**src/rtl/lock_ctrl_if.sv**
```systemverilog
// Door-lock controller signal bundle.
// Master drives sensor/code inputs; slave is the controller.
interface lock_ctrl_if;
    logic       unlock;
    logic       door_open;
    logic       latch_release;
    logic       door_alarm;
    logic       busy;
    logic [7:0] entry_count;

    modport master (
        output unlock,
        output door_open,
        input  latch_release,
        input  door_alarm,
        input  busy,
        input  entry_count
    );

    modport slave (
        input  unlock,
        input  door_open,
        output latch_release,
        output door_alarm,
        output busy,
        output entry_count
    );
endinterface

```
**src/rtl/lock_ctrl.sv**
```systemverilog
// Door-lock FSM: timed latch release, ajar/forced alarm,
// one-cycle relock and a saturating entry counter.
module lock_ctrl #(
    parameter int OPEN_CYCLES = 16,
    parameter int AJAR_LIMIT  = 64
) (
    input  logic        clk,
    input  logic        reset,
    lock_ctrl_if.slave  bus
);
    localparam int OW = $clog2(OPEN_CYCLES);
    localparam int AW = $clog2(AJAR_LIMIT);
    localparam logic [OW-1:0] OPEN_LAST = OW'(OPEN_CYCLES - 1);
    localparam logic [AW-1:0] AJAR_LAST = AW'(AJAR_LIMIT - 1);

    typedef enum logic [2:0] {
        LOCKED  = 3'd0,
        RELEASE = 3'd1,
        OPENED  = 3'd2,
        ALARM   = 3'd3,
        RELOCK  = 3'd4
    } state_t;

    state_t        state;
    state_t        state_n;
    logic          unlock_q;
    logic          unlock_edge;
    logic [OW-1:0] open_cnt;
    logic [AW-1:0] ajar_cnt;
    logic          latch_r;
    logic          alarm_r;
    logic          busy_r;
    logic [7:0]    entry_r;

    assign unlock_edge = bus.unlock & ~unlock_q;

    // Door sensor beats the code in LOCKED: an open door there is forced.
    always_comb begin
        state_n = state;
        case (state)
            LOCKED: begin
                if (bus.door_open)
                    state_n = ALARM;
                else if (unlock_edge)
                    state_n = RELEASE;
            end
            RELEASE: begin
                if (bus.door_open)
                    state_n = OPENED;
                else if (open_cnt == OPEN_LAST)
                    state_n = LOCKED;
            end
            OPENED: begin
                if (!bus.door_open)
                    state_n = RELOCK;
                else if (ajar_cnt == AJAR_LAST)
                    state_n = ALARM;
            end
            ALARM: begin
                if (!bus.door_open)
                    state_n = RELOCK;
            end
            RELOCK:  state_n = LOCKED;
            default: state_n = LOCKED;
        endcase
    end

    always_ff @(posedge clk) begin
        if (reset) begin
            state    <= LOCKED;
            unlock_q <= 1'b0;
            open_cnt <= '0;
            ajar_cnt <= '0;
            entry_r  <= 8'd0;
            latch_r  <= 1'b0;
            alarm_r  <= 1'b0;
            busy_r   <= 1'b0;
        end else begin
            state    <= state_n;
            unlock_q <= bus.unlock;
            // Counters restart whenever their state is (re)entered.
            if (state == RELEASE && state_n == RELEASE)
                open_cnt <= open_cnt + 1'b1;
            else
                open_cnt <= '0;
            if (state == OPENED && state_n == OPENED)
                ajar_cnt <= ajar_cnt + 1'b1;
            else
                ajar_cnt <= '0;
            if (state == RELEASE && state_n == OPENED &&
                entry_r != 8'hff)
                entry_r <= entry_r + 8'd1;
            latch_r <= (state_n == RELEASE);
            alarm_r <= (state_n == ALARM);
            busy_r  <= (state_n != LOCKED);
        end
    end

    assign bus.latch_release = latch_r;
    assign bus.door_alarm    = alarm_r;
    assign bus.busy          = busy_r;
    assign bus.entry_count   = entry_r;
endmodule

```
**src/flat_wrapper.sv**
```systemverilog
// flat-port wrapper written by rule: the top's interface ports become plain ports
module lock_ctrl_flat 
#(
    parameter int OPEN_CYCLES = 16,
    parameter int AJAR_LIMIT  = 64
)
  (clk, reset, bus_unlock, bus_door_open, bus_latch_release, bus_door_alarm, bus_busy, bus_entry_count);
  lock_ctrl_if bus_i ();
  input  logic clk;
  input  logic reset;
  input wire logic [$bits(bus_i.unlock)-1:0] bus_unlock;
  input wire logic [$bits(bus_i.door_open)-1:0] bus_door_open;
  output wire logic [$bits(bus_i.latch_release)-1:0] bus_latch_release;
  output wire logic [$bits(bus_i.door_alarm)-1:0] bus_door_alarm;
  output wire logic [$bits(bus_i.busy)-1:0] bus_busy;
  output wire logic [$bits(bus_i.entry_count)-1:0] bus_entry_count;
  assign bus_i.unlock = bus_unlock;
  assign bus_i.door_open = bus_door_open;
  assign bus_latch_release = bus_i.latch_release;
  assign bus_door_alarm = bus_i.door_alarm;
  assign bus_busy = bus_i.busy;
  assign bus_entry_count = bus_i.entry_count;
  lock_ctrl #(.OPEN_CYCLES(OPEN_CYCLES), .AJAR_LIMIT(AJAR_LIMIT)) u_core (.clk(clk), .reset(reset), .bus(bus_i));
endmodule
```
**config.mk**
```make
export PLATFORM = sky130hd
export DESIGN_NAME = lock_ctrl_flat
export DESIGN_NICKNAME = d
export VERILOG_FILES = /design/src/rtl/lock_ctrl_if.sv /design/src/rtl/lock_ctrl.sv /design/src/flat_wrapper.sv
export SDC_FILE = /design/constraint.sdc
export NUM_CORES = 1
export LEC_CHECK = 0
export ABC_AREA = 1
export CAP_MARGIN = 20
export CORE_UTILIZATION = 46
export CTS_CLUSTER_DIAMETER = 50
export CTS_CLUSTER_SIZE = 30
export DETAILED_ROUTE_END_ITERATION = 16
export PLACE_DENSITY_LB_ADDON = 0.08
export SETUP_SLACK_MARGIN = 0.2
export SLEW_MARGIN = 20
export SYNTH_ARGS = -nofsm -noshare
export SYNTH_HDL_FRONTEND = slang
export SYNTH_SLANG_ARGS = --single-unit
```
**constraint.sdc**
```tcl
create_clock -name clk -period 1.75 [get_ports clk]
set_clock_uncertainty 0.05 [all_clocks]
set_input_delay 0.175 -clock clk [delete_from_list [all_inputs] [get_ports clk]]
set_output_delay 0.175 -clock clk [all_outputs]
set_load 0.1 [all_outputs]
```
==> results.cfg, run 1 <==
[run_status]
result_of_the_run = complete, no violations

[power_and_ir_drop]
ir_worst_vdd_mv = 0.5988
power.density_mw_per_mm2 = 761.9
switching_part_of_the_total_power_pct = 30.19
cellInternalPower_mw = 0.7167
leakage_nw = 0.5814
power_frac_seq_pct = 58.2
share_clk_of_total_power_pct = 25.0
power.combinational.fraction_pct = 16.8
net-switching-power_mw = 0.3099

[detailed_routing]
drt_iter0_drc = 15
wl_per_cell_um = 10.04
drt_pass1_iterations = 4
detail_route.wirelength_mm = 1.938
via_density = 4.876
detail_route.drc_violations = 0
num_vias = 941
detail-route-antenna-nets = 0

[clock_network]
ctsHtreeMaxLevel = 1
cts.clk_slew.worst_paths_ns = 0.13
cts_tree = yes
cts-root-buf = clkbuf_4
cts_inserted_buffers = 3
cts-resized-gates = 0
tritoncts_sinks = 25
bufs_on_longest_clock_path = 2
worst_skew_pair.late_latency_ns = 0.32
cts_setup_buffers = 0
number_of_hold_buffers_added_after_cts = 0

[cells_and_area]
layout.cells.most_common_list = 29 x nor2_1, 27 x nand2_1, 18 x inv_1, 17 x dfxtp_1, 9 x buf_4
final_layout_size_suffix_gt1_share_pct = 23.64
fin_area_mm2 = 0.001348
layout-area-overhead-vs-synth_pct = 23.09
n_antenna_cell = 0
commonest_non_fill_non_tap_cell_in_the_layout = nor2_1
stdcell_count = 193
num-nets-final = 173

[timing]
final_hold_viol_count = 0
timing_worst_slew_pin_value_ns = 0.3164
maxSlewHeadroom_pct = 78.71
final.period_utilization_pct = 78.47
rsz0062_at_grt = false
finalSetupTns_ns = 0
timing.final.max_slew_violations = 0
max_clock_freq_mhz = 728.2
report.final.setup_viol = 0
final.min_clock_period_ns = 1.373

[worst_setup_path]
worst_setup_path_end_kind = flop
critical_path_required_ns = 1.92
worst-path-max-fanout = 6
critPathLaunchType = flop
reg2reg_depth = 8
criticalPathCategory = flop to flop
r2r_slack_ns = 0.38
arrival_ns = 1.55

[synth]
syn-cell-area_mm2 = 0.001095
postSynthNetCount = 153
synth.area.top_cells = dfxtp_1 46%, nor2_1 9.9%, nand2_1 9.3%
synth_top_area_share_pct = 45.71
synth-warning-count = 0
synth.ff_latch_count = 25
netlist-cell-type-count = 21
seq_area_frac_synth_pct = 45.71
synth.avg_cell_area_um2 = 7.499
synthesis.instances = 146
synth_largest_area_cell = dfxtp_1

[floorplan]
core_rows = 17
core_area_mm2 = 0.002233
chipWidth_um = 50.79
design.die.area_mm2 = 0.002579
top_level_ports = 15
floorplan.initialDensity_pct = 49.02
fp.dieH_um = 50.79

[placement]
dpl.cell_count = 189
placed_area_mm2 = 0.001320
port_buffers = 14
hpwlAfterDp_mm = 1.565
globalplace.congestion = 0.8581

[global_route]
grt_pass1_wl_mm = 3.463
grt_antenna_before_repair = 0
global_route.overflow_total = 0
grt.total_usage_pct = 18.37
grt_pass1_vias = 822
grt_max_degree = 15

[worst_hold_path]
hp-class = input port to flop
min_path_cells = 3

[job]
timing.max_cap.violations = 0
## kinds of logic (layout without fill, tap and decap cells)
family,after synthesis,count (layout),synth area share [%]
AOI/OAI and AO/OA,9,9,4.228
xor gates and xnor gates,7,7,5.600
adders and majority gates,3,3,3.429
buffers and inverters,21,40,7.199
DFF,25,25,45.71
and+or+nand+nor,81,81,33.83
## power groups by stage
stage          combinational [mW]  clock [mW]  sequential, mW
3_5_place_dp                0.173           0           0.611
5_1_grt                     0.186       0.290           0.600
6_report                    0.172       0.257           0.598
4_1_cts                     0.173       0.271           0.598
2_1_floorplan              0.0546           0           0.680
3_3_place_gp                0.171           0           0.610
## flip-flops by register name, indices dropped and copies added (netlist names)
name,cells
u_core.ajar_cnt,6
u_core.bus.door_alarm,1
u_core.state,3
u_core.bus.latch_release,1
u_core.unlock_q,1
u_core.open_cnt,4
u_core.bus.entry_count,8
u_core.bus.busy,1
## area by class of cell
class | instances | area, µm²
well taps | 28 | 35.03
multi-input cells | 100 | 528.0
fillers | 222 | 885.9
inverters | 21 | 78.83
clock buffers | 3 | 22.52
clock inverters | 1 | 5.005
repair buffers | 15 | 157.7
flip-flops and latches | 25 | 520.5
## path summary, 6_finish.rpt
path / startpoint / endpoint
worst max-delay path: u_core.bus.entry_count[0] / u_core.bus.entry_count[0]
worst max register to register: u_core.bus.entry_count[0] / u_core.bus.entry_count[0]
worst min register to register: u_core.open_cnt[0] / u_core.open_cnt[0]
worst min-delay path: bus_unlock / u_core.unlock_q
## cell usage after synthesis
library cell / instances
nor2_1: 29
nand2_1: 27
dfxtp_1: 25
inv_1: 18
nand3_1: 7
a21oi_1: 4
nand2_2: 4
nor2_2: 4
xor2_1: 4
ha_1: 3
inv_2: 3
nand4_1: 3
o21ai_0: 3
xnor2_1: 3
nor3_1: 2
nor4_1: 2
a31oi_1: 1
nand3_2: 1
nand4_2: 1
nor2_4: 1
o21ai_1: 1
## worst max-delay path, cell delays in order, from the launching register on
cell and delay (ns):
dfxtp_4 0.42, ha_4 0.14, nand2_1 0.07, nor2_2 0.14, nand2_2 0.11, nand2_2 0.12
inv_2 0.07, o21ai_1 0.11, a21oi_1 0.04
## layer usage
layer | routed length, µm | part of all wire (%) | vias up | GRT usage [%]
met3 | 78 | 4.0 | 4 | 3.636
met2 | 845 | 44 | 21 | 26.22
met5 | 0 | 0 | - | 0
li1 | - | - | 493 | -
met1 | 980 | 51 | 423 | 25.61
met4 | 32 | 1.7 | 0 | 10.19
## per-stage QoR
step | setup slack, ns | hold slack, ns | power [mW] | util (%)
CTS | 0.3524 | 0.3284 | 1.042 | 60.34
finish | 0.3768 | 0.3345 | 1.027 | 60.34
global route | 0.2047 | 0.3345 | 1.076 | 60.34
floorplan | 0.2314 | 0.1844 | 0.7343 | -
global placement | 0.2079 | 0.3791 | 0.7808 | 59.10
detailed placement | 0.1395 | 0.3900 | 0.7837 | 59.10
No activity file was read; power rests on OpenSTA's default activity.
==> inputs of run 2 (changes only) <==
==> constraint.sdc (replaced) <==
create_clock -name clk -period 1.25 [get_ports clk]
set_clock_uncertainty 0.05 [all_clocks]
set_input_delay 0.125 -clock clk [delete_from_list [all_inputs] [get_ports clk]]
set_output_delay 0.125 -clock clk [all_outputs]
set_load 0.1 [all_outputs]
==> run 2 against run 1 <==
Compared with the run above: die area stayed put; final cell count rose by 7.8%; total power rose by 49%; largest power group unchanged; highest routed layer unchanged.
==> results.cfg, run 2 (synthesis results as in run 1) <==
[detailed_routing]
detail_route.wirelength_mm = 2.608
wl_per_cell_um = 12.54
drt_iter0_drc = 14
num_vias = 1060
via_density = 5.096
detail_route.drc_violations = 0
drt_pass1_iterations = 4
detail-route-antenna-nets = 0

[global_route]
grt.total_usage_pct = 20.90
grt_pass1_wl_mm = 3.974
grt_pass1_vias = 1005
grt_max_degree = 15
grt_antenna_before_repair = 0
global_route.overflow_total = 0

[worst_setup_path]
critical_path_required_ns = 1.46
criticalPathCategory = flop to flop
critPathLaunchType = flop
arrival_ns = 1.45
critical-path-top-cell-by-count = nand2_4
worst-path-max-fanout = 4
cells_along_the_critical_path = ha_4, nand2_4, nor2_4, nand2_4, buf_6, nand4_1, nand2_1, a21oi_1
timing.critical_path.slowest_cell_delay_ns = 0.39
worst_path_max_delay_cell = dfxtp_4
worst_setup_path_end_kind = flop

[timing]
timing.final.max_slew_violations = 0
maxSlewHeadroom_pct = 80.79
final.min_clock_period_ns = 1.244
finalSetupTns_ns = 0
timing_worst_slew_pin_value_ns = 0.2858
final_hold_viol_count = 0
report.final.setup_viol = 0
max_clock_freq_mhz = 803.7
final.period_utilization_pct = 99.54
rsz0062_at_grt = true

[worst_hold_path]
hp-class = input port to flop

[clock_network]
cts_inserted_buffers = 3
tritoncts_sinks = 25
ctsHtreeMaxLevel = 1
number_of_hold_buffers_added_after_cts = 0
worst_skew_pair.late_latency_ns = 0.32
cts_tree = yes
bufs_on_longest_clock_path = 2
cts.clk_slew.worst_paths_ns = 0.13
cts-root-buf = clkbuf_4

[placement]
globalplace.congestion = 0.9092
port_buffers = 14
hpwlAfterDp_mm = 1.807

[power_and_ir_drop]
cellInternalPower_mw = 1.055
switching_part_of_the_total_power_pct = 30.95
leakage_nw = 0.7548
net-switching-power_mw = 0.4728
power.density_mw_per_mm2 = 853.2
share_clk_of_total_power_pct = 23.2
ir_worst_vdd_mv = 0.8664
power.combinational.fraction_pct = 21.8
power_frac_seq_pct = 54.9

[floorplan]
fp.dieH_um = 50.79
design.die.area_mm2 = 0.002579
chipWidth_um = 50.79
floorplan.initialDensity_pct = 49.02
core_area_mm2 = 0.002233
core_rows = 17
top_level_ports = 15

[cells_and_area]
fill_count = 138
register_area_um2 = 539.3
final_layout_size_suffix_gt1_share_pct = 51.11
layout.cells.most_common_list = 22 x nor2_1, 20 x nand2_1, 14 x inv_1, 12 x buf_4, 11 x buf_12
commonest_non_fill_non_tap_cell_in_the_layout = nor2_1
layout-area-overhead-vs-synth_pct = 63.54
fin_util_pct = 80.17
n_antenna_cell = 0
num-nets-final = 188
area_used_by_multi_input_combinational_logic_um2 = 719.4
largest_register_ff_count = 8

[job]
timing.max_cap.violations = 0

[run_status]
result_of_the_run = complete, no violations
-- run 2: changes by cell type in the layout (fill, tap and decap cells not counted), moves of 4 or more --
cell     delta
buf_12      +8
buf_6       +4
dfxtp_1     -9
dfxtp_2     +6
inv_1       -4
nand2_1     -7
nand2_4     +6
nor2_1      -7
nor2_4      +5
-- run 2: cell type report --
cell class	count	share of cell area, %
Multi-Input combinational cell	100	40.18
Tap cell	28	1.957
Timing Repair Buffer	30	21.52
Sequential cell	25	30.12
Clock inverter	1	0.2795
Clock buffer	3	1.258
Inverter	21	4.682
-- run 2: stage by stage --
| step | power (mW) | cell area [µm²] | setup WS, ns | hold slack [ns] | instances |
|---|---|---|---|---|---|
| after CTS | 1.522 | 1689 | 0.008719 | 0.2755 | 207 |
| after global routing | 1.585 | 1790 | -0.06015 | 0.3424 | 208 |
| after global placement | 1.137 | 1536 | -0.1459 | 0.3791 | 199 |
| final | 1.528 | 1790 | 0.005766 | 0.2868 | 208 |
| after floorplan | 1.029 | 1169 | -0.2347 | 0.1344 | 146 |
| after detailed placement | 1.146 | 1536 | -0.2204 | 0.3820 | 199 |
-- run 2: power groups by stage --
stage               Combinational, mW  Clock, mW  Sequential, mW
floorplan                      0.0780          0           0.951
global placement                0.284          0           0.853
detailed placement              0.292          0           0.854
CTS                             0.312      0.371           0.839
global route                    0.355      0.387           0.843
finish                          0.334      0.355           0.839
-- run 2: what timing repair did --
action / 4_1_cts / 5_1_grt
setup buffers: 4 / 1
pin swaps: 17 / 7
endpoints found under the setup margin: 31 / 33
gates resized for setup: 27 / 23
-- run 2: metal layers --
| layer | vias to the layer above | global-route usage (%) | wire [µm] |
|---|---|---|---|
| li1 | 527 | - | - |
| met1 | 493 | 21.64 | 984 |
| met2 | 27 | 39.33 | 1440 |
| met3 | 13 | 2.424 | 82 |
| met4 | 0 | 12.96 | 101 |
| met5 | - | 0 | 0 |
-- run 2: worst paths after layout --
check | cells past startpoint | startpoint | end | slack, ns
setup / recovery | 8 | u_core.bus.entry_count[0] | u_core.bus.entry_count[7] | 0.006
hold / removal | 3 | bus_unlock | u_core.unlock_q | 0.29
setup reg to reg | 8 | u_core.bus.entry_count[0] | u_core.bus.entry_count[7] | 0.006
hold reg to reg | 2 | u_core.state[1] | u_core.state[2] | 0.47
-- run 2: critical path, delay by kind of cell (launching register included) --
family          cells  cell delay [ns]
flops               1             0.39
simple gates        5             0.37
fa+ha+maj           1             0.15
buf+inv             1             0.12
compound gates      1             0.11
